### src/rtl/core_pkg.sv
`default_nettype none
// ============================================================================
// core_pkg
// Shared types and constants for the instruction fetch path.
// Revision: 1.0 - initial release
// ============================================================================
package core_pkg;

    typedef logic [31:0] regval_t;

    // Canonical no-op (addi x0, x0, 0); shown on the decode side when nothing is fetched.
    localparam regval_t Nop       = 32'h0000_0013;
    localparam regval_t ADDR_STEP = 32'd4;

    typedef struct packed {
        regval_t instruction;
        regval_t pc;
    } fetch_entry_t;

endpackage
`default_nettype wire

### src/rtl/fetch_fifo.sv
`default_nettype none
// ============================================================================
// fetch_fifo
// Synchronous FIFO of fetch entries. Clear has priority over push.
// The head is presented as Nop/pc=0 whenever the queue is empty.
// Revision: 1.0 - initial release
// ============================================================================
module fetch_fifo
    import core_pkg::*;
#(
    parameter int DEPTH = 4,
    localparam int CW   = $clog2(DEPTH + 1),
    localparam int PW   = $clog2(DEPTH)
) (
    input  logic         clock_i,
    input  logic         reset_n_i,
    input  logic         clear_i,
    input  logic         push_i,
    input  fetch_entry_t push_entry_i,
    input  logic         pop_i,
    output logic [CW-1:0] count_o,
    output logic         valid_o,
    output fetch_entry_t head_o
);

    fetch_entry_t  mem_q [DEPTH];
    logic [PW-1:0] rd_ptr_q, rd_ptr_d;
    logic [PW-1:0] wr_ptr_q, wr_ptr_d;
    logic [CW-1:0] count_q, count_d;
    logic          w_do_pop;
    logic          w_do_push;

    // Next-state for pointers and occupancy; a pop frees the slot a same-cycle push may use.
    always_comb begin
        w_do_pop  = pop_i && (count_q != '0);
        w_do_push = push_i && ((count_q != CW'(DEPTH)) || w_do_pop);
        rd_ptr_d  = rd_ptr_q;
        wr_ptr_d  = wr_ptr_q;
        count_d   = count_q;
        if (clear_i) begin
            rd_ptr_d = '0;
            wr_ptr_d = '0;
            count_d  = '0;
        end else begin
            if (w_do_pop)  rd_ptr_d = rd_ptr_q + PW'(1);
            if (w_do_push) wr_ptr_d = wr_ptr_q + PW'(1);
            count_d = count_q + CW'(w_do_push) - CW'(w_do_pop);
        end
    end

    // Pointer and occupancy registers.
    always_ff @(posedge clock_i) begin
        if (!reset_n_i) begin
            rd_ptr_q <= '0;
            wr_ptr_q <= '0;
            count_q  <= '0;
        end else begin
            rd_ptr_q <= rd_ptr_d;
            wr_ptr_q <= wr_ptr_d;
            count_q  <= count_d;
        end
    end

    // Entry storage; contents are only observed through a non-zero count, so no reset.
    always_ff @(posedge clock_i) begin
        if (!clear_i && w_do_push) begin
            mem_q[wr_ptr_q] <= push_entry_i;
        end
    end

    // Head view: Nop with pc 0 while empty.
    always_comb begin
        count_o = count_q;
        valid_o = (count_q != '0);
        head_o  = valid_o ? mem_q[rd_ptr_q] : {Nop, 32'h0};
    end

`ifndef SYNTHESIS
    // A push into a full queue without a matching pop means the credit logic was violated.
    always_ff @(posedge clock_i) begin
        if (reset_n_i && !clear_i && push_i && !w_do_pop) begin
            assert (count_q != CW'(DEPTH));
        end
    end
`endif

endmodule
`default_nettype wire

### src/rtl/prefetch_unit.sv
`default_nettype none
// ============================================================================
// prefetch_unit
// In-order instruction prefetcher: issues up to MAX_OUTSTANDING reads, queues
// returned words with their PCs, and drops stale responses after a redirect.
// Revision: 1.0 - initial release
// ============================================================================
module prefetch_unit
    import core_pkg::*;
#(
    parameter regval_t RESET_PC        = 32'h0,
    parameter int      DEPTH           = 4,
    parameter int      MAX_OUTSTANDING = 2
) (
    input  logic    clock_i,
    input  logic    reset_n_i,
    input  logic    redirect_valid_i,
    input  regval_t redirect_pc_i,
    output logic    address_enable_o,
    output regval_t address_o,
    input  logic    address_ready_i,
    input  logic    data_valid_i,
    input  regval_t data_i,
    input  logic    hold_i,
    output logic    out_valid_o,
    output regval_t out_instruction_o,
    output regval_t out_pc_o
);

    localparam int CW = $clog2(DEPTH + 1);

    regval_t       fetch_pc_q, fetch_pc_d;
    regval_t       resp_pc_q, resp_pc_d;
    // outstanding counts every read still owed by memory, stale ones included;
    // discard is the subset of those that must be thrown away.
    logic [CW-1:0] outstanding_q, outstanding_d;
    logic [CW-1:0] discard_q, discard_d;
    logic [CW-1:0] w_fifo_count;
    logic [CW:0]   w_occupancy;
    logic          w_credit, w_issue, w_accept, w_pop;
    fetch_entry_t  w_head;
    fetch_entry_t  w_push_entry;

    // Issue credit, request handshake and response/pop qualification.
    always_comb begin
        w_occupancy      = {1'b0, w_fifo_count} + {1'b0, outstanding_q};
        w_credit         = (outstanding_q < CW'(MAX_OUTSTANDING))
                        && (w_occupancy < (CW+1)'(DEPTH));
        address_enable_o = reset_n_i && !redirect_valid_i && w_credit;
        address_o        = fetch_pc_q;
        w_issue          = address_enable_o && address_ready_i;
        w_accept         = data_valid_i && !redirect_valid_i && (discard_q == '0);
        w_pop            = out_valid_o && !hold_i && !redirect_valid_i;
        w_push_entry     = {data_i, resp_pc_q};
    end

    // Next-state for PCs and in-flight counters; redirect marks every surviving read stale.
    always_comb begin
        fetch_pc_d    = fetch_pc_q;
        resp_pc_d     = resp_pc_q;
        outstanding_d = outstanding_q + CW'(w_issue) - CW'(data_valid_i);
        discard_d     = discard_q;
        if (redirect_valid_i) begin
            fetch_pc_d = redirect_pc_i;
            resp_pc_d  = redirect_pc_i;
            discard_d  = outstanding_q - CW'(data_valid_i);
        end else begin
            if (w_issue)  fetch_pc_d = fetch_pc_q + ADDR_STEP;
            if (w_accept) resp_pc_d  = resp_pc_q + ADDR_STEP;
            if (data_valid_i && (discard_q != '0)) discard_d = discard_q - CW'(1);
        end
    end

    // PC and counter registers.
    always_ff @(posedge clock_i) begin
        if (!reset_n_i) begin
            fetch_pc_q    <= RESET_PC;
            resp_pc_q     <= RESET_PC;
            outstanding_q <= '0;
            discard_q     <= '0;
        end else begin
            fetch_pc_q    <= fetch_pc_d;
            resp_pc_q     <= resp_pc_d;
            outstanding_q <= outstanding_d;
            discard_q     <= discard_d;
        end
    end

    fetch_fifo #(
        .DEPTH (DEPTH)
    ) u_fetch_fifo (
        .clock_i      (clock_i),
        .reset_n_i    (reset_n_i),
        .clear_i      (redirect_valid_i),
        .push_i       (w_accept),
        .push_entry_i (w_push_entry),
        .pop_i        (w_pop),
        .count_o      (w_fifo_count),
        .valid_o      (out_valid_o),
        .head_o       (w_head)
    );

    // Decode-facing view of the queue head.
    always_comb begin
        out_instruction_o = w_head.instruction;
        out_pc_o          = w_head.pc;
    end

endmodule
`default_nettype wire

### config.mk
export PLATFORM = sky130hd
export DESIGN_NAME = prefetch_unit
export DESIGN_NICKNAME = d
export VERILOG_FILES = /design/src/rtl/core_pkg.sv /design/src/rtl/fetch_fifo.sv /design/src/rtl/prefetch_unit.sv
export SDC_FILE = /design/constraint.sdc
export NUM_CORES = 1
export LEC_CHECK = 0
export ABC_AREA = 1
export CORE_MARGIN = 5
export CORE_UTILIZATION = 25
export CTS_BUF_LIST = sky130_fd_sc_hd__clkbuf_4
export DETAILED_ROUTE_END_ITERATION = 16
export DONT_BUFFER_PORTS = 1
export PLACE_DENSITY_LB_ADDON = 0.1
export SETUP_SLACK_MARGIN = 0.2
export SLEW_MARGIN = 20
export SYNTH_ARGS = -nofsm -noshare
export SYNTH_HDL_FRONTEND = slang
export SYNTH_SLANG_ARGS = --single-unit
### constraint.sdc
create_clock -name clock_i -period 9.1 [get_ports clock_i]
set_input_delay 0.91 -clock clock_i [delete_from_list [all_inputs] [get_ports clock_i]]
set_output_delay 0.91 -clock clock_i [all_outputs]
set_load 0.01 [all_outputs]
==> out/qor.csv, run 1 <==
metric;value;unit
Synth area leaders;edfxtp_1 (52%), dfxtp_1 (11%), nor2_1 (9.0%), o21ai_0 (6.4%), nand2_1 (6.2%);
Slew HR;0.306;
syn_nets;1682;
arrival time at the worst endpoint;3.33;ns
Worst-path clk slew;0.07;ns
Yosys cell types;40;
Die W;254;um
number of flops mapped to enable cells by yosys;256;
PD cells;204;mW/mm2
GRT Util Overall;0.143;
Post-Syn Area;0.0149;mm2
grt ovf;0;
top cell type by total area after synthesis;edfxtp_1;
total power;3480;uW
flop and latch count out of synthesis;335;
IO Pins;168;
Clk Latency, worst-skew pair;0.83;ns
maxcap violations;0;
Initial DRC Count;521;
Clock Tree Buf Depth;3;
RR Startpoint;discard_q[0]$_SDFFE_PN0P_;
routed via count divided by cell count;4.54;
Mapped Avg Cell Area;9.37;um2
register area share after synthesis;0.621;
largest net degree at the start of global routing;100;
DRC Markers;0;
Nets;1723;
number of fill cells;6318;
Ys Warns;0;
final non-filler cell total;2490;
slew at the pin with the worst max-slew slack;1.04;ns
die area;0.0647;mm2
maximum clock frequency;236;MHz
Cell Count Post-Placement;2308;
Setup Buffers After CTS;0;
Final Setup Violations;0;
number of global-route vias before repair;11191;
RSZ-0062 raised after global routing;false;
minimum clock period;4.24;ns
Hold Crit Class;input pin to flop;
routed vias;11299;
period utilization;0.466;
initial antenna violation count;1;
Routed wire per std cell;18.8;um
crit path capture type;primary output;
post-synth top area share;0.515;
total detailed-routing wirelength;46900;um
DP HPWL;29400;um
Crit path required time;8.19;ns
H-tree Lvls;3;
core area;0.0591;mm2
Hold Buf Count CTS;0;
Initial Util;0.252;
HP Start;reset_n_i;
status;finished clean;
Resize count post-CTS;0;
clk sinks;335;
Worst Skew;0.0732;ns
First-pass DRT Iterations;4;
Slew Limit Fails;0;
gpl congestion;0.783;
synth cell count leaders;nor2_1 (359), edfxtp_1 (256), nand2_1 (245), o21ai_0 (190), inv_1 (119);
FP Rows;89;
Peak supply drop;0.0678;mV
Syn Inst Count;1593;
Final Hold Fails;0;
die height;254;um
worst-path fanout max;34;
ys async rst share;0;
Layout Utilization;0.288;
PortBufs;0;
setup TNS;0;ns
layout cell share with drive strength beyond 1;0.118;
CP Launch Type;flop;
top-count cell post-synth;nor2_1;
antenna-violating nets left;0;
CP Class;flop to primary output;
Main synth FF type;edfxtp_1;
leakage;0.00601;uW
first-pass GRT wire length;70000;um
CTS buffer count;97;
CTS tree;built;
clk root buf;clkbuf_4;
synth-to-layout area growth;14.3;%
-- kinds of logic after synthesis --
| family | after synthesis | share of synthesized area |
|---|---|---|
| adder cells (fa/ha/maj) | 19 | 0.0169 |
| AND/OR/NAND/NOR | 701 | 0.189 |
| buffers and inverters | 193 | 0.0504 |
| AO/OA/AOI/OAI | 334 | 0.116 |
| XOR/XNOR | 11 | 0.00645 |
| flip-flops | 335 | 0.621 |
-- worst max-delay path: stages, from the launching register on --
cell	delay, ns
dfxtp_2	0.59
clkinv_2	0.61
buf_4	0.52
nor2_1	0.14
o21ai_0	0.10
a21oi_1	0.59
-- sequential cells by signal, summed over array words and instances, names as in the netlist, named ones only --
signal / count
address_o: 32
discard_q: 3
outstanding_q: 3
resp_pc_q: 32
u_fetch_fifo.count_o: 3
u_fetch_fifo.mem_q: 256
u_fetch_fifo.rd_ptr_q: 2
u_fetch_fifo.wr_ptr_q: 2
-- layout by cell type (no fill, tap or decap), drive strengths merged --
master and n:
nand3b 4, nor3 12, fa 2, o2111ai 1, or2 1, o311ai 3
dfxtp 79, nand4 13, buf 10, inv 124, nor2 367, diode 1
clkinv 21, nand2 248, nand3 55, o21bai 1, a21boi 1, o21ai 192
clkbuf 158, nor3b 1, edfxtp 256, o21a 1, ha 17, a21oi 113
bufinv 2, xor2 7, xnor2 4, o22ai 3, a31oi 12, clkinvlp 1
o211ai 6, o31ai 1
-- layout make-up --
type,instances,area (um2),area share
well taps,773,967,0.0567
clock inverters,23,146,0.00858
multi-input cells,1065,4940,0.289
repair buffers,10,75.1,0.00440
flip-flops and latches,335,9270,0.544
clock buffers,158,1190,0.0695
diodes,1,2.50,0.000147
inverters,125,472,0.0277
-- per-layer routing --
metal / global-route usage / part of all wire
met5: 0 / 0
met4: 0.0453 / 0.017
met3: 0.0415 / 0.064
met2: 0.231 / 0.47
met1: 0.186 / 0.45
-- power by group --
part / switching, uW / leakage (uW) / internal, uW
sequential: 63.8 / 0.00299 / 1700
clock: 656 / 0.000799 / 838
combinational: 156 / 0.00222 / 62.8
-- path summary, 6_finish.rpt --
path / to / slack, ns / cells after the start
max reg2reg: u_fetch_fifo.mem_q[1][28]$_DFFE_PP_ / 4.86 / 7
min reg2reg: flop / 0.46 / 2
max: out_pc_o[12] / 4.86 / 5
min: address_o[29]$_SDFFE_PN0P_ / 0.21 / 2
-- stage by stage --
stage          hold WS (ns)  worst slack, ns  cell area [um2]
4_1_cts              0.0730             4.56            17100
2_1_floorplan         0.436             4.47            14900
3_3_place_gp          0.446             4.52            15700
6_report              0.214             4.86            17100
3_5_place_dp          0.451             4.45            15700
5_1_grt               0.101             4.49            17100
No activity file was read; power rests on OpenSTA's default activity.
==> run 2, diff against run 1 <==
clock period = 3.5 ns   (was 9.1 ns; I/O delays follow)
==> out/qor.csv, run 2 (same netlist as run 1, synthesis figures left out) <==
metric;value;unit;change
IO Pins;168;;unchanged
Hold WS;0.0922;ns;was 0.214 ns
FP Rows;89;;unchanged
die area;0.0647;mm2;unchanged
slowest stage delay, CP;0.57;ns;was 0.61 ns
Die W;254;um;unchanged
PD cells;495;mW/mm2;was 204 mW/mm2
worst-path fanout max;64;;was 34
PortBufs;0;;unchanged
Clock Tree Buf Depth;3;;unchanged
Final Setup Violations;0;;unchanged
maxcap violations;0;;unchanged
setup TNS;0;ns;unchanged
DP HPWL;29800;um;was 29400 um
gpl congestion;0.805;;was 0.783
capture point of the worst reg-to-reg path;address_o[16]$_SDFFE_PN0P_;;was u_fetch_fifo.mem_q[1][28]$_DFFE_PP_
arrival time at the worst endpoint;2.58;ns;was 3.33 ns
Hold Crit Class;input pin to flop;;unchanged
CTS tree;built;;unchanged
first-pass GRT wire length;72500;um;was 70000 um
Final Hold Fails;0;;unchanged
RSZ-0062 raised after global routing;false;;unchanged
Worst Skew;0.0535;ns;was 0.0732 ns
Nets;1815;;was 1723
CP Launch Type;flop;;unchanged
RR Startpoint;outstanding_q[1]$_SDFF_PN0_;;was discard_q[0]$_SDFFE_PN0P_
total detailed-routing wirelength;48000;um;was 46900 um
Peak supply drop;0.174;mV;was 0.0678 mV
status;finished clean;;unchanged
crit path capture type;primary output;;unchanged
pre-CTS setup slack;0.792;ns;was 4.45 ns
period utilization;0.836;;
DRC Markers;0;;unchanged
layout cell share with drive strength beyond 1;0.110;;was 0.118
max reg flops;256;;unchanged
final setup margin;0.573;ns;was 4.86 ns
largest net degree at the start of global routing;85;;was 100
Initial Util;0.252;;unchanged
R2R setup slack;0.78;ns;was 4.86 ns
leakage;0.00634;uW;was 0.00601 uW
most frequent cells in the layout;nor2_1 (355), edfxtp_1 (256), nand2_1 (245), o21ai_0 (190), clkbuf_4 (144);;was nor2_1 (355), edfxtp_1 (256), nand2_1 (245), o21ai_0 (190), clkbuf_4 (158)
H-tree Lvls;3;;unchanged
FF-to-FF path depth;12;;was 7
Worst-path clk slew;0.07;ns;about the same
CP Class;flop to primary output;;unchanged
Biggest register;u_fetch_fifo.mem_q;;unchanged
slowest stage cell on the critical path;dfxtp_4;;was clkinv_2
Critical Path End;out_pc_o[19];;was out_pc_o[12]
routed vias;11553;;was 11299
Slew Limit Fails;0;;unchanged
initial antenna violation count;2;;was 1
Slew HR;0.403;;was 0.306
GRT Util Overall;0.147;;was 0.143
minimum clock period;2.93;ns;
number of global-route vias before repair;11627;;was 11191
CTS buffer count;99;;was 97
maximum clock frequency;342;MHz;
Clk Latency, worst-skew pair;0.81;ns;was 0.83 ns
grt ovf;0;;unchanged
synth-to-layout area growth;20.3;%;was 14.3%
CP cell instances;clkinv_2 > buf_4 > nor2_1 > o21ai_0 > a21oi_1;;unchanged
Routed wire per std cell;18.7;um;was 18.8 um
core area;0.0591;mm2;unchanged
number of fill cells;6256;;was 6318
antenna-violating nets left;0;;unchanged
die height;254;um;unchanged
Initial DRC Count;636;;was 521
clk sinks;335;;unchanged
routed via count divided by cell count;4.49;;was 4.54
slew at the pin with the worst max-slew slack;0.884;ns;was 1.04 ns
clk root buf;clkbuf_4;;unchanged
most common cell after layout, fill and taps aside;nor2_1;;unchanged
Crit path required time;3.15;ns;was 8.19 ns
First-pass DRT Iterations;8;;was 4
## run 2: routing by layer
| layer | share of wire | track usage |
|---|---|---|
| met1 | 0.45 | 0.187 |
| met2 | 0.47 | 0.243 |
| met3 | 0.056 | 0.0426 |
| met4 | 0.023 | 0.0471 |
| met5 | 0 | 0 |
## run 2: stage by stage
stage	power, uW	utilization	instance area, um2	std cells
floorplan	5050	-	14900	1593
global placement	5280	0.269	15900	2317
detailed placement	5280	0.269	15900	2317
CTS	9100	0.303	17900	2570
global route	9450	0.304	18000	2573
finish	8880	0.304	18000	2573
## run 2: timing repair
item	4_1_cts	5_1_grt
setup buffers	0	0
endpoints found under the setup margin	7	34
endpoints found under the hold margin	205	0
gates resized for setup	2	4
hold buffers	81	0
## run 2: area by class of cell
cell class | instances | area [um2] | share of cell area
tap | 773 | 967 | 0.0539
antenna | 3 | 7.51 | 0.000418
timing repair buffer | 100 | 1080 | 0.0602
multi-input combinational | 1065 | 4940 | 0.275
sequential | 335 | 9280 | 0.517
clock inverter | 28 | 129 | 0.00718
clock buffer | 144 | 1080 | 0.0602
inverter | 125 | 473 | 0.0263
## run 2: how the worst min path moves through the flow
stage | from | endpoint | slack [ns] | depth (start not counted)
final | redirect_valid_i | resp_pc_q[15]$_SDFFE_PN0N_ | 0.09 | 2
after global routing | data_valid_i | resp_pc_q[18]$_SDFFE_PN0N_ | 0.05 | 4
after CTS | redirect_valid_i | resp_pc_q[15]$_SDFFE_PN0N_ | 0.01 | 2
after detailed placement | data_i[24] | u_fetch_fifo.mem_q[0][56]$_DFFE_PP_ | 0.45 | 0
after global placement | data_i[24] | u_fetch_fifo.mem_q[1][56]$_DFFE_PP_ | 0.45 | 0
after floorplan | u_fetch_fifo.rd_ptr_q[1]$_SDFFE_PP0P_ | flop | 0.44 | 2
## run 2: where the power goes
group	switching, uW	internal, uW	total (uW)	leakage [uW]
clock	1710	1880	3590	0.000719
combinational	463	240	703	0.00263
sequential	161	4430	4590	0.00299
total	2340	6550	8880	0.00634
## run 2: worst max-delay path: cells and delay by family, from the launching register on
kind,cells,cell delay [ns]
AO/OA/AOI/OAI,2,0.56
buffers and inverters,2,0.47
flip-flops,1,0.57
AND/OR/NAND/NOR,1,0.18
